[src/rtl/apb2axi_pkg.sv]
// Shared definitions for the APB-to-AXI request builder: register offsets, CTRL/STATUS
// bit positions, the packed request descriptor and the push-FSM state type.
package apb2axi_pkg;

  localparam int unsigned AXI_ADDR_W = 32;
  localparam int unsigned TAG_W      = 4;

  // Register offsets, decoded from paddr[3:2]
  localparam logic [1:0] REG_ADDR    = 2'd0;
  localparam logic [1:0] REG_CTRL    = 2'd1;
  localparam logic [1:0] REG_STATUS  = 2'd2;
  localparam logic [1:0] REG_REJ_CLR = 2'd3;

  // CTRL bit positions
  localparam int unsigned CTRL_LEN_LSB   = 0;
  localparam int unsigned CTRL_SIZE_LSB  = 8;
  localparam int unsigned CTRL_WRITE_BIT = 12;
  localparam int unsigned CTRL_GO_BIT    = 31;

  // STATUS bit positions
  localparam int unsigned STAT_PEND_BIT = 0;
  localparam int unsigned STAT_TAG_LSB  = 4;
  localparam int unsigned STAT_REJ_LSB  = 16;

  // Descriptor as seen by the request FIFO, MSB to LSB
  typedef struct packed {
    logic [TAG_W-1:0]      tag;
    logic                  write;
    logic [2:0]            size;
    logic [7:0]            len;
    logic [AXI_ADDR_W-1:0] addr;
  } req_desc_t;

  localparam int unsigned REQ_W = $bits(req_desc_t);

  typedef enum logic {
    StIdle,
    StPend
  } push_state_e;

endpackage

[src/rtl/apb2axi_req_builder_if.sv]
// Bundles the APB3 slave port and the descriptor push port of the request builder.
//   slave  : the request builder side (APB slave, descriptor producer)
//   master : the environment side (APB master, FIFO write port)
interface apb2axi_req_builder_if
  import apb2axi_pkg::*;
#(
  parameter int unsigned APB_ADDR_W = 12
) ();

  logic                  psel;
  logic                  penable;
  logic                  pwrite;
  logic [APB_ADDR_W-1:0] paddr;
  logic [31:0]           pwdata;
  logic [31:0]           prdata;
  logic                  pready;
  logic                  pslverr;
  logic                  req_valid;
  req_desc_t             req_data;
  logic                  req_ready;

  modport slave (
    input  psel, penable, pwrite, paddr, pwdata, req_ready,
    output prdata, pready, pslverr, req_valid, req_data
  );

  modport master (
    output psel, penable, pwrite, paddr, pwdata, req_ready,
    input  prdata, pready, pslverr, req_valid, req_data
  );

endinterface

[src/rtl/apb2axi_apb_regs.sv]
// APB register file of the request builder: address decode, ADDR/CTRL storage, reject
// counter, read mux and the GO accept/reject decision.
// Ports:
//   wr_clk, wr_resetn    clock, asynchronous active-low reset
//   psel_i .. pwdata_i   APB request
//   prdata_o, pslverr_o  APB response, combinational, zero outside the access phase
//   busy_i               a descriptor is pending and is not leaving this cycle
//   pending_i            push FSM is holding a descriptor (STATUS.pending)
//   next_tag_i           tag the next accepted descriptor will carry
//   go_accept_o          GO write accepted this cycle; desc_o is the descriptor to load
module apb2axi_apb_regs
  import apb2axi_pkg::*;
#(
  parameter int unsigned APB_ADDR_W = 12,
  parameter int unsigned DATA_W     = 32
) (
  input  logic                  wr_clk,
  input  logic                  wr_resetn,
  input  logic                  psel_i,
  input  logic                  penable_i,
  input  logic                  pwrite_i,
  input  logic [APB_ADDR_W-1:0] paddr_i,
  input  logic [31:0]           pwdata_i,
  output logic [31:0]           prdata_o,
  output logic                  pslverr_o,
  input  logic                  busy_i,
  input  logic                  pending_i,
  input  logic [TAG_W-1:0]      next_tag_i,
  output logic                  go_accept_o,
  output req_desc_t             desc_o
);

  localparam logic [2:0] MaxSize = 3'($clog2(DATA_W / 8));

  logic [AXI_ADDR_W-1:0] addr_q, addr_d;
  logic [7:0]            len_q, len_d;
  logic [2:0]            size_q, size_d;
  logic                  write_q, write_d;
  logic [7:0]            rej_q, rej_d;

  logic       access;
  logic       in_range;
  logic [1:0] offset;
  logic [2:0] wsize;
  logic       unused_paddr;

  assign access       = psel_i & penable_i;
  assign in_range     = (paddr_i[APB_ADDR_W-1:4] == '0);
  assign offset       = paddr_i[3:2];
  assign wsize        = pwdata_i[CTRL_SIZE_LSB +: 3];
  assign unused_paddr = ^paddr_i[1:0];

  // Descriptor uses the stored address and the CTRL fields of the current write
  assign desc_o.tag   = next_tag_i;
  assign desc_o.write = pwdata_i[CTRL_WRITE_BIT];
  assign desc_o.size  = wsize;
  assign desc_o.len   = pwdata_i[CTRL_LEN_LSB +: 8];
  assign desc_o.addr  = addr_q;

  always_comb begin
    addr_d      = addr_q;
    len_d       = len_q;
    size_d      = size_q;
    write_d     = write_q;
    rej_d       = rej_q;
    prdata_o    = '0;
    pslverr_o   = 1'b0;
    go_accept_o = 1'b0;
    if (access) begin
      if (!in_range) begin
        pslverr_o = 1'b1;
      end else begin
        unique case (offset)
          REG_ADDR: begin
            prdata_o[AXI_ADDR_W-1:0] = addr_q;
            if (pwrite_i) addr_d = pwdata_i[AXI_ADDR_W-1:0];
          end
          REG_CTRL: begin
            prdata_o[CTRL_LEN_LSB +: 8]  = len_q;
            prdata_o[CTRL_SIZE_LSB +: 3] = size_q;
            prdata_o[CTRL_WRITE_BIT]     = write_q;
            if (pwrite_i) begin
              len_d   = pwdata_i[CTRL_LEN_LSB +: 8];
              size_d  = wsize;
              write_d = pwdata_i[CTRL_WRITE_BIT];
              if (pwdata_i[CTRL_GO_BIT]) begin
                // Illegal size and busy both reject and both count
                if ((wsize > MaxSize) || busy_i) begin
                  pslverr_o = 1'b1;
                  if (rej_q != 8'hFF) rej_d = rej_q + 8'd1;
                end else begin
                  go_accept_o = 1'b1;
                end
              end
            end
          end
          REG_STATUS: begin
            if (pwrite_i) begin
              pslverr_o = 1'b1;
            end else begin
              prdata_o[STAT_PEND_BIT]          = pending_i;
              prdata_o[STAT_TAG_LSB +: TAG_W]  = next_tag_i;
              prdata_o[STAT_REJ_LSB +: 8]      = rej_q;
            end
          end
          REG_REJ_CLR: begin
            if (pwrite_i) rej_d = '0;
          end
          default: ;
        endcase
      end
    end
  end

  always_ff @(posedge wr_clk or negedge wr_resetn) begin
    if (!wr_resetn) begin
      addr_q  <= '0;
      len_q   <= '0;
      size_q  <= '0;
      write_q <= 1'b0;
      rej_q   <= '0;
    end else begin
      addr_q  <= addr_d;
      len_q   <= len_d;
      size_q  <= size_d;
      write_q <= write_d;
      rej_q   <= rej_d;
    end
  end

endmodule

[src/rtl/apb2axi_req_builder.sv]
// APB3 front-end that builds tagged AXI request descriptors and pushes them into the
// request FIFO through a valid/ready port. Holds one pending descriptor.
// Ports:
//   wr_clk, wr_resetn  APB/write-domain clock, asynchronous active-low reset
//   bus_io             APB slave signals plus req_valid/req_data/req_ready push port
module apb2axi_req_builder
  import apb2axi_pkg::*;
#(
  parameter int unsigned APB_ADDR_W = 12,
  parameter int unsigned DATA_W     = 32
) (
  input logic                   wr_clk,
  input logic                   wr_resetn,
  apb2axi_req_builder_if.slave  bus_io
);

  push_state_e      state_q, state_d;
  req_desc_t        req_q, req_d;
  req_desc_t        desc;
  logic [TAG_W-1:0] tag_q, tag_d;
  logic             go_accept;
  logic             pending;
  logic             busy;

  assign pending = (state_q == StPend);
  // A held descriptor leaving this cycle frees the slot for a back-to-back GO
  assign busy    = pending & ~bus_io.req_ready;

  apb2axi_apb_regs #(
    .APB_ADDR_W (APB_ADDR_W),
    .DATA_W     (DATA_W)
  ) u_regs (
    .wr_clk      (wr_clk),
    .wr_resetn   (wr_resetn),
    .psel_i      (bus_io.psel),
    .penable_i   (bus_io.penable),
    .pwrite_i    (bus_io.pwrite),
    .paddr_i     (bus_io.paddr),
    .pwdata_i    (bus_io.pwdata),
    .prdata_o    (bus_io.prdata),
    .pslverr_o   (bus_io.pslverr),
    .busy_i      (busy),
    .pending_i   (pending),
    .next_tag_i  (tag_q),
    .go_accept_o (go_accept),
    .desc_o      (desc)
  );

  always_comb begin
    state_d = state_q;
    req_d   = req_q;
    tag_d   = tag_q;
    if (go_accept) begin
      req_d = desc;
      tag_d = tag_q + 1'b1;
    end
    unique case (state_q)
      StIdle: if (go_accept) state_d = StPend;
      StPend: if (!go_accept && bus_io.req_ready) state_d = StIdle;
      default: state_d = StIdle;
    endcase
  end

  always_ff @(posedge wr_clk or negedge wr_resetn) begin
    if (!wr_resetn) begin
      state_q <= StIdle;
      req_q   <= '0;
      tag_q   <= '0;
    end else begin
      state_q <= state_d;
      req_q   <= req_d;
      tag_q   <= tag_d;
    end
  end

  assign bus_io.pready    = 1'b1;
  assign bus_io.req_valid = pending;
  assign bus_io.req_data  = req_q;

endmodule

[src/flat_wrapper.sv]
// flat-port wrapper written by rule: the top's interface ports become plain ports
module apb2axi_req_builder_flat import apb2axi_pkg::*;
#(
  parameter int unsigned APB_ADDR_W = 12,
  parameter int unsigned DATA_W     = 32
)
  (wr_clk, wr_resetn, bus_io_psel, bus_io_penable, bus_io_pwrite, bus_io_paddr, bus_io_pwdata, bus_io_req_ready, bus_io_prdata, bus_io_pready, bus_io_pslverr, bus_io_req_valid, bus_io_req_data);
  apb2axi_req_builder_if #(.APB_ADDR_W(APB_ADDR_W)) bus_io_i ();
  input logic wr_clk;
  input logic wr_resetn;
  input wire logic [$bits(bus_io_i.psel)-1:0] bus_io_psel;
  input wire logic [$bits(bus_io_i.penable)-1:0] bus_io_penable;
  input wire logic [$bits(bus_io_i.pwrite)-1:0] bus_io_pwrite;
  input wire logic [$bits(bus_io_i.paddr)-1:0] bus_io_paddr;
  input wire logic [$bits(bus_io_i.pwdata)-1:0] bus_io_pwdata;
  input wire logic [$bits(bus_io_i.req_ready)-1:0] bus_io_req_ready;
  output wire logic [$bits(bus_io_i.prdata)-1:0] bus_io_prdata;
  output wire logic [$bits(bus_io_i.pready)-1:0] bus_io_pready;
  output wire logic [$bits(bus_io_i.pslverr)-1:0] bus_io_pslverr;
  output wire logic [$bits(bus_io_i.req_valid)-1:0] bus_io_req_valid;
  output wire logic [$bits(bus_io_i.req_data)-1:0] bus_io_req_data;
  assign bus_io_i.psel = bus_io_psel;
  assign bus_io_i.penable = bus_io_penable;
  assign bus_io_i.pwrite = bus_io_pwrite;
  assign bus_io_i.paddr = bus_io_paddr;
  assign bus_io_i.pwdata = bus_io_pwdata;
  assign bus_io_i.req_ready = bus_io_req_ready;
  assign bus_io_prdata = bus_io_i.prdata;
  assign bus_io_pready = bus_io_i.pready;
  assign bus_io_pslverr = bus_io_i.pslverr;
  assign bus_io_req_valid = bus_io_i.req_valid;
  assign bus_io_req_data = bus_io_i.req_data;
  apb2axi_req_builder #(.APB_ADDR_W(APB_ADDR_W), .DATA_W(DATA_W)) u_core (.wr_clk(wr_clk), .wr_resetn(wr_resetn), .bus_io(bus_io_i));
endmodule
[config.mk]
export PLATFORM = sky130hd
export DESIGN_NAME = apb2axi_req_builder_flat
export DESIGN_NICKNAME = d
export VERILOG_FILES = /design/src/rtl/apb2axi_pkg.sv /design/src/rtl/apb2axi_req_builder_if.sv /design/src/rtl/apb2axi_apb_regs.sv /design/src/rtl/apb2axi_req_builder.sv /design/src/flat_wrapper.sv
export SDC_FILE = /design/constraint.sdc
export NUM_CORES = 1
export LEC_CHECK = 0
export CORE_MARGIN = 2
export CORE_UTILIZATION = 40
export CTS_BUF_LIST = sky130_fd_sc_hd__clkbuf_8
export CTS_CLUSTER_DIAMETER = 150
export CTS_CLUSTER_SIZE = 10
export DETAILED_ROUTE_END_ITERATION = 10
export PLACE_DENSITY = 0.69
export SKIP_LAST_GASP = 1
export SLEW_MARGIN = 10
export SYNTH_ARGS = -nofsm -noshare
export SYNTH_HDL_FRONTEND = slang
export SYNTH_SLANG_ARGS = --single-unit
[constraint.sdc]
create_clock -name wr_clk -period 4.99 [get_ports wr_clk]
set_input_delay 0.7485 -clock wr_clk [delete_from_list [all_inputs] [get_ports wr_clk]]
set_output_delay 0.7485 -clock wr_clk [all_outputs]
set_load 0.005 [all_outputs]
Word level (Yosys, flattened, before mapping):

Index checks and enable logic that the tools add are counted.

* output and inout port bits: 83
* register bits: 105
* word-level logic and storage cells: 71

* bitwise operators: 4
* add/sub/neg operators: 2
* order comparisons: 1
* mux-type cells: 35
* equality and inequality tests: 8
* reductions and logical operators: 9

Operator list (number)
* $mux W32: 2
* $mux W8: 6
* $pmux W8 S2: 2
* $mux W1: 16
* $pmux W3 S2: 2
* $pmux W4 S3: 1
* $add A8 B1 Y8 const B: 1
* $logic_not A8 Y1: 1
* $ne A2 B2 Y1 const B: 4
* $ne A8 B8 Y1 const B: 1
* $reduce_and A4 Y1: 2
* $reduce_and A7 Y1: 1
* $pmux W1 S2: 3
* $add A4 B1 Y4 const B: 1
* $eq A2 B2 Y1 const B: 2
* $mux W4: 1
* $gt A3 B2 Y1 const B: 1
* $mux W3: 1
* $pmux W1 S3: 1
* $and A1 B1 Y1: 2
* $eq A2 B1 Y1 const B: 1
* $logic_not A2 Y1: 1
* $not A1 Y1: 2
* $reduce_bool A2 Y1: 1
* 3 further kinds: 3

Longest topological paths before layout:

Gate-level depths: netlist of run 1.

* depth after elaboration: 13
* depth in mapped cells: 8

By module:

From an unflattened synthesis of run 1, not the netlist that was laid out.

* cells, all modules: 365
* area, all modules: 5029.8 um^2

By module, submodules not included
* apb2axi_apb_regs: cells each 247, area each 2772.7 um^2, sequential area each 1301.2 um^2, times used 1
* apb2axi_req_builder: cells each 118, area each 2257.2 um^2, sequential area each 1326.3 um^2, times used 1

Least setup slack after synthesis of run 1:

OpenSTA, ideal clock, no wires.

* kind: in2out
* start: in bus_io_paddr[9]
* end: out bus_io_prdata[0]
* buffers on the path: 2
* arrival: 2.265 ns
* path slack: 1.976 ns
* cell stages on the path: 5
* path through: or4_1 > or3_1 > clkbuf_1 > clkbuf_1 > nor3_1

* cells in the longest elaborated chain, start to end: 3

RTL lines
* from (decl): line flat_wrapper.sv:14 `input wire logic [$bits(bus_io_i.paddr)-1:0] bus_io_paddr;`
* $logic_not A8 Y1: line apb2axi_apb_regs.sv:48 `assign in_range = (paddr_i[APB_ADDR_W-1:4] == '0);`
* $mux W32: line apb2axi_apb_regs.sv:70 `if (!in_range) begin`
* $mux W32: line apb2axi_apb_regs.sv:69 `if (access) begin`
* to (decl): line flat_wrapper.sv:17 `output wire logic [$bits(bus_io_i.prdata)-1:0] bus_io_prdata;`

No other way between the ends.

Final worst setup path of run 1:

Ends and elaborated chain as after synthesis.

==> results of run 1 <==
[cells by family (layout without fill, tap and decap cells)]
| logic type | Yosys count | count (layout) | share of synthesized area [%] |
|---|---|---|---|
| mux | 92 | 92 | 22.3 |
| buf+inv | 27 | 155 | 3.34 |
| xor+xnor | 3 | 3 | 0.727 |
| other cells | 1 | 1 | 0.0806 |
| fa+ha+maj | 6 | 6 | 1.61 |
| flops | 105 | 105 | 56.5 |
| simple gates | 75 | 75 | 8.80 |
| compound gates | 42 | 42 | 6.67 |
[layout make-up]
| class | instances | area [um^2] | share of cell area, % |
|---|---|---|---|
| Clock buffer | 9 | 124 | 1.98 |
| Clock inverter | 6 | 108 | 1.72 |
| Inverter | 5 | 18.8 | 0.300 |
| Multi-Input combinational cell | 219 | 1870 | 29.9 |
| Sequential cell | 105 | 2630 | 41.9 |
| Tap cell | 143 | 179 | 2.86 |
| Timing Repair Buffer | 135 | 1330 | 21.3 |
[power by group through the flow]
stage / clock, mW / sequential, mW / combinational [mW]
floorplan: 0 / 0.870 / 0.0182
global placement: 0 / 0.870 / 0.0826
detailed placement: 0 / 0.870 / 0.0842
CTS: 0.635 / 0.853 / 0.0849
global route: 0.670 / 0.854 / 0.0920
finish: 0.620 / 0.853 / 0.0828
[cell usage after synthesis, drive strengths merged, types with 2 or more instances]
| cell type | number |
|---|---|
| nand2 | 11 |
| a222oi | 5 |
| clkbuf | 11 |
| a31oi | 4 |
| nor2b | 4 |
| o211ai | 2 |
| or2 | 2 |
| and3 | 12 |
| nand3 | 2 |
| a21oi | 5 |
| and2 | 3 |
| o21ai | 2 |
| mux2 | 92 |
| a22oi | 15 |
| nand4 | 3 |
| buf | 11 |
| o21a | 3 |
| or4 | 2 |
| or3 | 2 |
| xnor2 | 2 |
| nor2 | 22 |
| inv | 5 |
| nor3 | 9 |
| dfrtp | 105 |
| ha | 6 |
[worst paths after layout]
| path | end | slack, ns | cells after the start |
|---|---|---|---|
| setup / recovery | bus_io_prdata[0] | 0.76 | 5 |
| hold / removal | u_core.bus_io.req_data[19] | 0.43 | 1 |
| setup reg to reg | u_core.tag_q[1] | 2.99 | 5 |
| hold reg to reg | u_core.bus_io.req_data[24] | 0.51 | 1 |
| max in group asynchronous | u_core.bus_io.req_data[35] | 3.46 | 2 |
| min in group wr_clk | u_core.bus_io.req_data[24] | 0.51 | 1 |
[sequential cells by signal, summed over array words and instances (netlist names)]
signal and flops:
u_core.u_regs.len_q 8, u_core.u_regs.addr_q 32, u_core.u_regs.rej_q 8, u_core.u_regs.size_q 3, u_core.u_regs.write_q 1, u_core.tag_q 4
u_core.bus_io.req_valid 1, u_core.bus_io.req_data 48
[layer usage]
layer / up-vias / part of all wire [%]
li1: 1515 / -
met3: 7 / 7.5
met2: 99 / 49
met4: 0 / 0.90
met1: 1653 / 43
met5: - / 0
[through the flow]
step	worst slack, ns	std cells	cell area (um^2)	hold slack, ns
floorplan	1.98	351	4650	0.453
global route	0.636	622	6260	0.479
CTS	0.721	622	6260	0.446
detailed placement	0.718	607	6030	0.486
finish	0.765	622	6260	0.430
global placement	0.768	607	6030	0.484
[worst max-delay path, cell delays in order]
cell and delay, ns:
clkdlybuf4s50_1 0.39, or4_1 0.61, or3_1 0.78, nor3_1 0.39, clkdlybuf4s50_1 0.56
==> flow_summary.json, run 1 <==
{
  "grt_pass1_vias": 3516,
  "grt_pass1_wl_um": 18200,
  "post_cts_buffers": 0,
  "dr_total_vias": 3274,
  "async_flop_share_pct": 100,
  "root_buffer": "clkbuf_8",
  "status": "finished clean",
  "drtIter0Drc": 155,
  "yosysSeqAreaShare_pct": 56.5,
  "use_met1_pct": 23.5,
  "clock_sinks": 105,
  "final_util_pct": 55.1,
  "pwr-share-clk_pct": 39.9,
  "seq_power_share_pct": 54.8,
  "fin_skew_ns": 0.0133,
  "grt_usage_pct": 18.3,
  "final_cell_mix": "128 x clkdlybuf4s50_1, 105 x dfrtp_1, 92 x mux2_2",
  "power_leakage_nw": 2.93,
  "viasPerCell": 5.26,
  "ctsResizeCount": 0,
  "pin_count": 133,
  "yosysTopAreaCell": "dfrtp_1",
  "cts.path.max_buffers": 2,
  "final_common_cell": "clkdlybuf4s50_1",
  "dp_hpwl_um": 7480,
  "synth_cell_types": 43,
  "critPathKind": "primary input to output pin",
  "antenna_cells": 0,
  "crit_fanout": 24,
  "slew_viol_final": 0,
  "worstSetupStartpointType": "primary input",
  "hold_path_class": "primary input to async pin",
  "gp_congestion": 0.769,
  "finalCritPeriodShare_pct": 84.7,
  "drc_errors": 0,
  "final_antenna_net_count": 0,
  "h-tree-depth": 3,
  "crit_arrival_ns": 3.48,
  "setup-tns-final_ns": 0,
  "wl_per_cell_um": 17.7,
  "synth_fp_nets": 407,
  "die_y_um": 112,
  "drt-total-wl_um": 11000,
  "yosys_warnings": 0,
  "nets": 531,
  "numCtsBuffers": 9,
  "cts.clk_slew.worst_paths_ns": 0.10,
  "die_w_um": 112,
  "grt_max_degree": 60,
  "p_per_area_nw_per_um2": 248,
  "syn_avg_cell_area_um2": 13.2,
  "rows": 39,
  "slew_headroom_pct": 23.4,
  "switching_share_pct": 21.4,
  "dr.pass1.iters": 4,
  "grt_util_met3_pct": 5.82,
  "synth_edf_count": 0,
  "core_area_um2": 11400,
  "initial_core_util_pct": 40.9,
  "p_comb_share_pct": 5.3,
  "die_area_um2": 12500,
  "worstMarginPinSlew_ns": 1.15,
  "max_clock_freq_ghz": 0.237,
  "netlist_area_um2": 4650,
  "rsz0062_at_grt": "no",
  "r2r_start": "u_core.bus_io.req_valid",
  "numPortBuffers": 129,
  "globalRouteOverflowTotal": 0,
  "grt-busiest-layer": "met2",
  "cp.required_ns": 4.24,
  "synth_top_cell_area_share_pct": 56.5,
  "synth.ff_latch_count": 105,
  "nFillCells": 1048,
  "met2_usage_pct": 30.2,
  "antenna_found_initial": 0,
  "p_int_mw": 1.22,
  "cts_tree": "done",
  "power.total_mw": 1.56,
  "cp-startpoint": "bus_io_paddr[9]",
  "setup_viol": 0,
  "max-cap-violations": 0,
  "endpoint_kind": "output pin",
  "worstSkewPairLatency_ns": 0.37,
  "drive_gt1_share_pct": 25.1,
  "synth_ff_type": "dfrtp_1",
  "timing.final.crit_period_ns": 4.23,
  "finalHoldViolCount": 0,
  "synthToLayoutAreaGrowth_pct": 34.7,
  "power.net_switching_mw": 0.334,
  "max-vdd-ir-drop_mv": 0.124,
  "hold_buffers": 0,
  "synthTopCellsByArea": "dfrtp_1 56%, mux2_2 22%, a22oi_1 2.4%",
  "netlist_instances": 351
}
Note: power is estimated with default switching activity, not from simulation.
==> run 2: changes to the inputs <==
--- a/config.mk
+++ b/config.mk
@@ -11,7 +11,7 @@
 export CTS_CLUSTER_DIAMETER = 150
 export CTS_CLUSTER_SIZE = 10
 export DETAILED_ROUTE_END_ITERATION = 10
-export PLACE_DENSITY = 0.69
+export PLACE_DENSITY = 0.72
 export SKIP_LAST_GASP = 1
 export SLEW_MARGIN = 10
 export SYNTH_ARGS = -nofsm -noshare
==> constraint.sdc (replaced) <==
create_clock -name wr_clk -period 3.7 [get_ports wr_clk]
set_input_delay 0.555 -clock wr_clk [delete_from_list [all_inputs] [get_ports wr_clk]]
set_output_delay 0.555 -clock wr_clk [all_outputs]
set_load 0.005 [all_outputs]
==> run 2 against run 1 <==
Clock power is 8.5% higher. Clock skew is 0.0034 ns lower. Largest power group unchanged. Setup slack worse by 0.63 ns. Critical path type unchanged.
==> flow_summary.json, run 2 (synthesized netlist as in run 1, its figures left out) <==
{
  "status": "finished clean",
  "cpMaxStageDelayCell": "or4_1",
  "cp.required_ns": 3.14,
  "max-cap-violations": 0,
  "nFillCells": 989,
  "final_antenna_net_count": 0,
  "pin_count": 133,
  "drive_gt1_share_pct": 26.5,
  "crit_fanout": 12,
  "root_buffer": "clkbuf_8",
  "finalCritPeriodShare_pct": 96.5,
  "pwr-share-clk_pct": 34.7,
  "timing.critical_path.mode_cell": "clkdlybuf4s50_1",
  "grt_max_degree": 72,
  "core_area_um2": 11400,
  "rows": 39,
  "dpl-instance-area_um2": 6100,
  "wl_per_cell_um": 17.8,
  "drt-total-wl_um": 11200,
  "switching_share_pct": 23.9,
  "slew_viol_final": 0,
  "largest_register_ff_count": 48,
  "grt_pass1_vias": 3513,
  "grt_usage_pct": 18.3,
  "initial_core_util_pct": 40.9,
  "drc_errors": 0,
  "cts_tree": "done",
  "die_area_um2": 12500,
  "endpoint_kind": "output pin",
  "antenna_cells": 0,
  "final_common_cell": "clkdlybuf4s50_1",
  "p_int_mw": 1.48,
  "reg2reg_depth": 5,
  "fin_skew_ns": 0.00992,
  "numCtsBuffers": 9,
  "crit_arrival_ns": 3.01,
  "p_per_area_nw_per_um2": 308,
  "grt_pass1_wl_um": 18200,
  "dr.pass1.iters": 5,
  "rsz0062_at_grt": "no",
  "setup-tns-final_ns": 0,
  "power.net_switching_mw": 0.463,
  "slowest_delay_ns": 0.62,
  "dp_hpwl_um": 7800,
  "viasPerCell": 5.33,
  "drtIter0Drc": 115,
  "place_ws_ns": 0.0949,
  "antenna_found_initial": 0,
  "path_cells": "clkdlybuf4s50_1 -> or4_1 -> or3_1 -> buf_4 -> nor2_1 -> clkdlybuf4s50_1",
  "power.total_mw": 1.94,
  "critPathKind": "primary input to output pin",
  "hold_path_class": "primary input to async pin",
  "final_cell_mix": "128 x clkdlybuf4s50_1, 105 x dfrtp_1, 92 x mux2_2",
  "die_w_um": 112,
  "worstSkewPairLatency_ns": 0.36,
  "h-tree-depth": 3,
  "timing.final.crit_period_ns": 3.57,
  "globalRouteOverflowTotal": 0,
  "slew_headroom_pct": 38.0,
  "fin_ws_ns": 0.131,
  "numPortBuffers": 129,
  "die_y_um": 112,
  "nets": 537,
  "setup_viol": 0,
  "synthToLayoutAreaGrowth_pct": 35.3,
  "power_leakage_nw": 2.94,
  "seq_power_share_pct": 59.3,
  "post_cts_buffers": 0,
  "cts.path.max_buffers": 2,
  "final_cell_area_um2": 6290,
  "cts.clk_slew.worst_paths_ns": 0.10,
  "worstSetupStartpointType": "primary input",
  "max_clock_freq_ghz": 0.280,
  "hold_buffers": 0,
  "clock_sinks": 105,
  "p_comb_share_pct": 6.1,
  "finalHoldViolCount": 0,
  "dr_total_vias": 3354,
  "max-vdd-ir-drop_mv": 0.213,
  "worstMarginPinSlew_ns": 0.929,
  "gp_congestion": 0.779
}
[run 2: area by class of cell]
| type | count | area, um^2 | share of cell area [%] |
|---|---|---|---|
| clock inverters | 6 | 50.0 | 0.795 |
| clock buffers | 10 | 138 | 2.19 |
| inverters | 5 | 18.8 | 0.298 |
| well taps | 143 | 179 | 2.84 |
| flip-flops and latches | 105 | 2630 | 41.7 |
| repair buffers | 141 | 1400 | 22.3 |
| multi-input cells | 219 | 1880 | 29.8 |
[run 2: through the flow]
stage,std cells,hold WS [ns],utilization (%)
floorplan,351,0.259,-
global placement,613,0.484,53.7
detailed placement,613,0.494,53.7
CTS,629,0.345,55.3
global route,629,0.382,55.4
finish,629,0.311,55.4
[run 2: critical path: cells and delay by family]
kind	cells	cell delay [ns]
simple gates	3	1.30
buf+inv	3	1.16
[run 2: power groups by stage]
stage | Sequential [mW] | Clock [mW] | Combinational, mW
after global placement | 1.17 | 0 | 0.116
after floorplan | 1.17 | 0 | 0.0245
after CTS | 1.15 | 0.702 | 0.119
after global routing | 1.15 | 0.752 | 0.130
final | 1.15 | 0.673 | 0.117
after detailed placement | 1.17 | 0 | 0.119
[run 2: worst paths after layout]
kind                                                 start                          to  slack (ns)
worst max-delay path                       bus_io_paddr[9]           bus_io_prdata[20]        0.13
worst min-delay path                             wr_resetn  u_core.bus_io.req_data[22]        0.31
worst max register to register     u_core.bus_io.req_valid  u_core.bus_io.req_data[23]        1.70
worst min register to register  u_core.bus_io.req_data[24]  u_core.bus_io.req_data[24]        0.51
max in group asynchronous                        wr_resetn   u_core.bus_io.req_data[8]        2.68
min in group wr_clk             u_core.bus_io.req_data[24]  u_core.bus_io.req_data[24]        0.51
[run 2: routing by layer]
metal | global-route usage (%) | vias to the layer above | wire, um
li1 | - | 1529 | -
met2 | 31.0 | 106 | 5600
met3 | 4.63 | 7 | 639
met1 | 23.7 | 1712 | 4900
met5 | 0 | - | 0
met4 | 4.36 | 0 | 72
[run 2: repair_timing]
action / in CTS / in global routing
hold endpoints to repair: 0 / 0
resized for setup: 0 / 1
setup endpoints to repair: 0 / 5
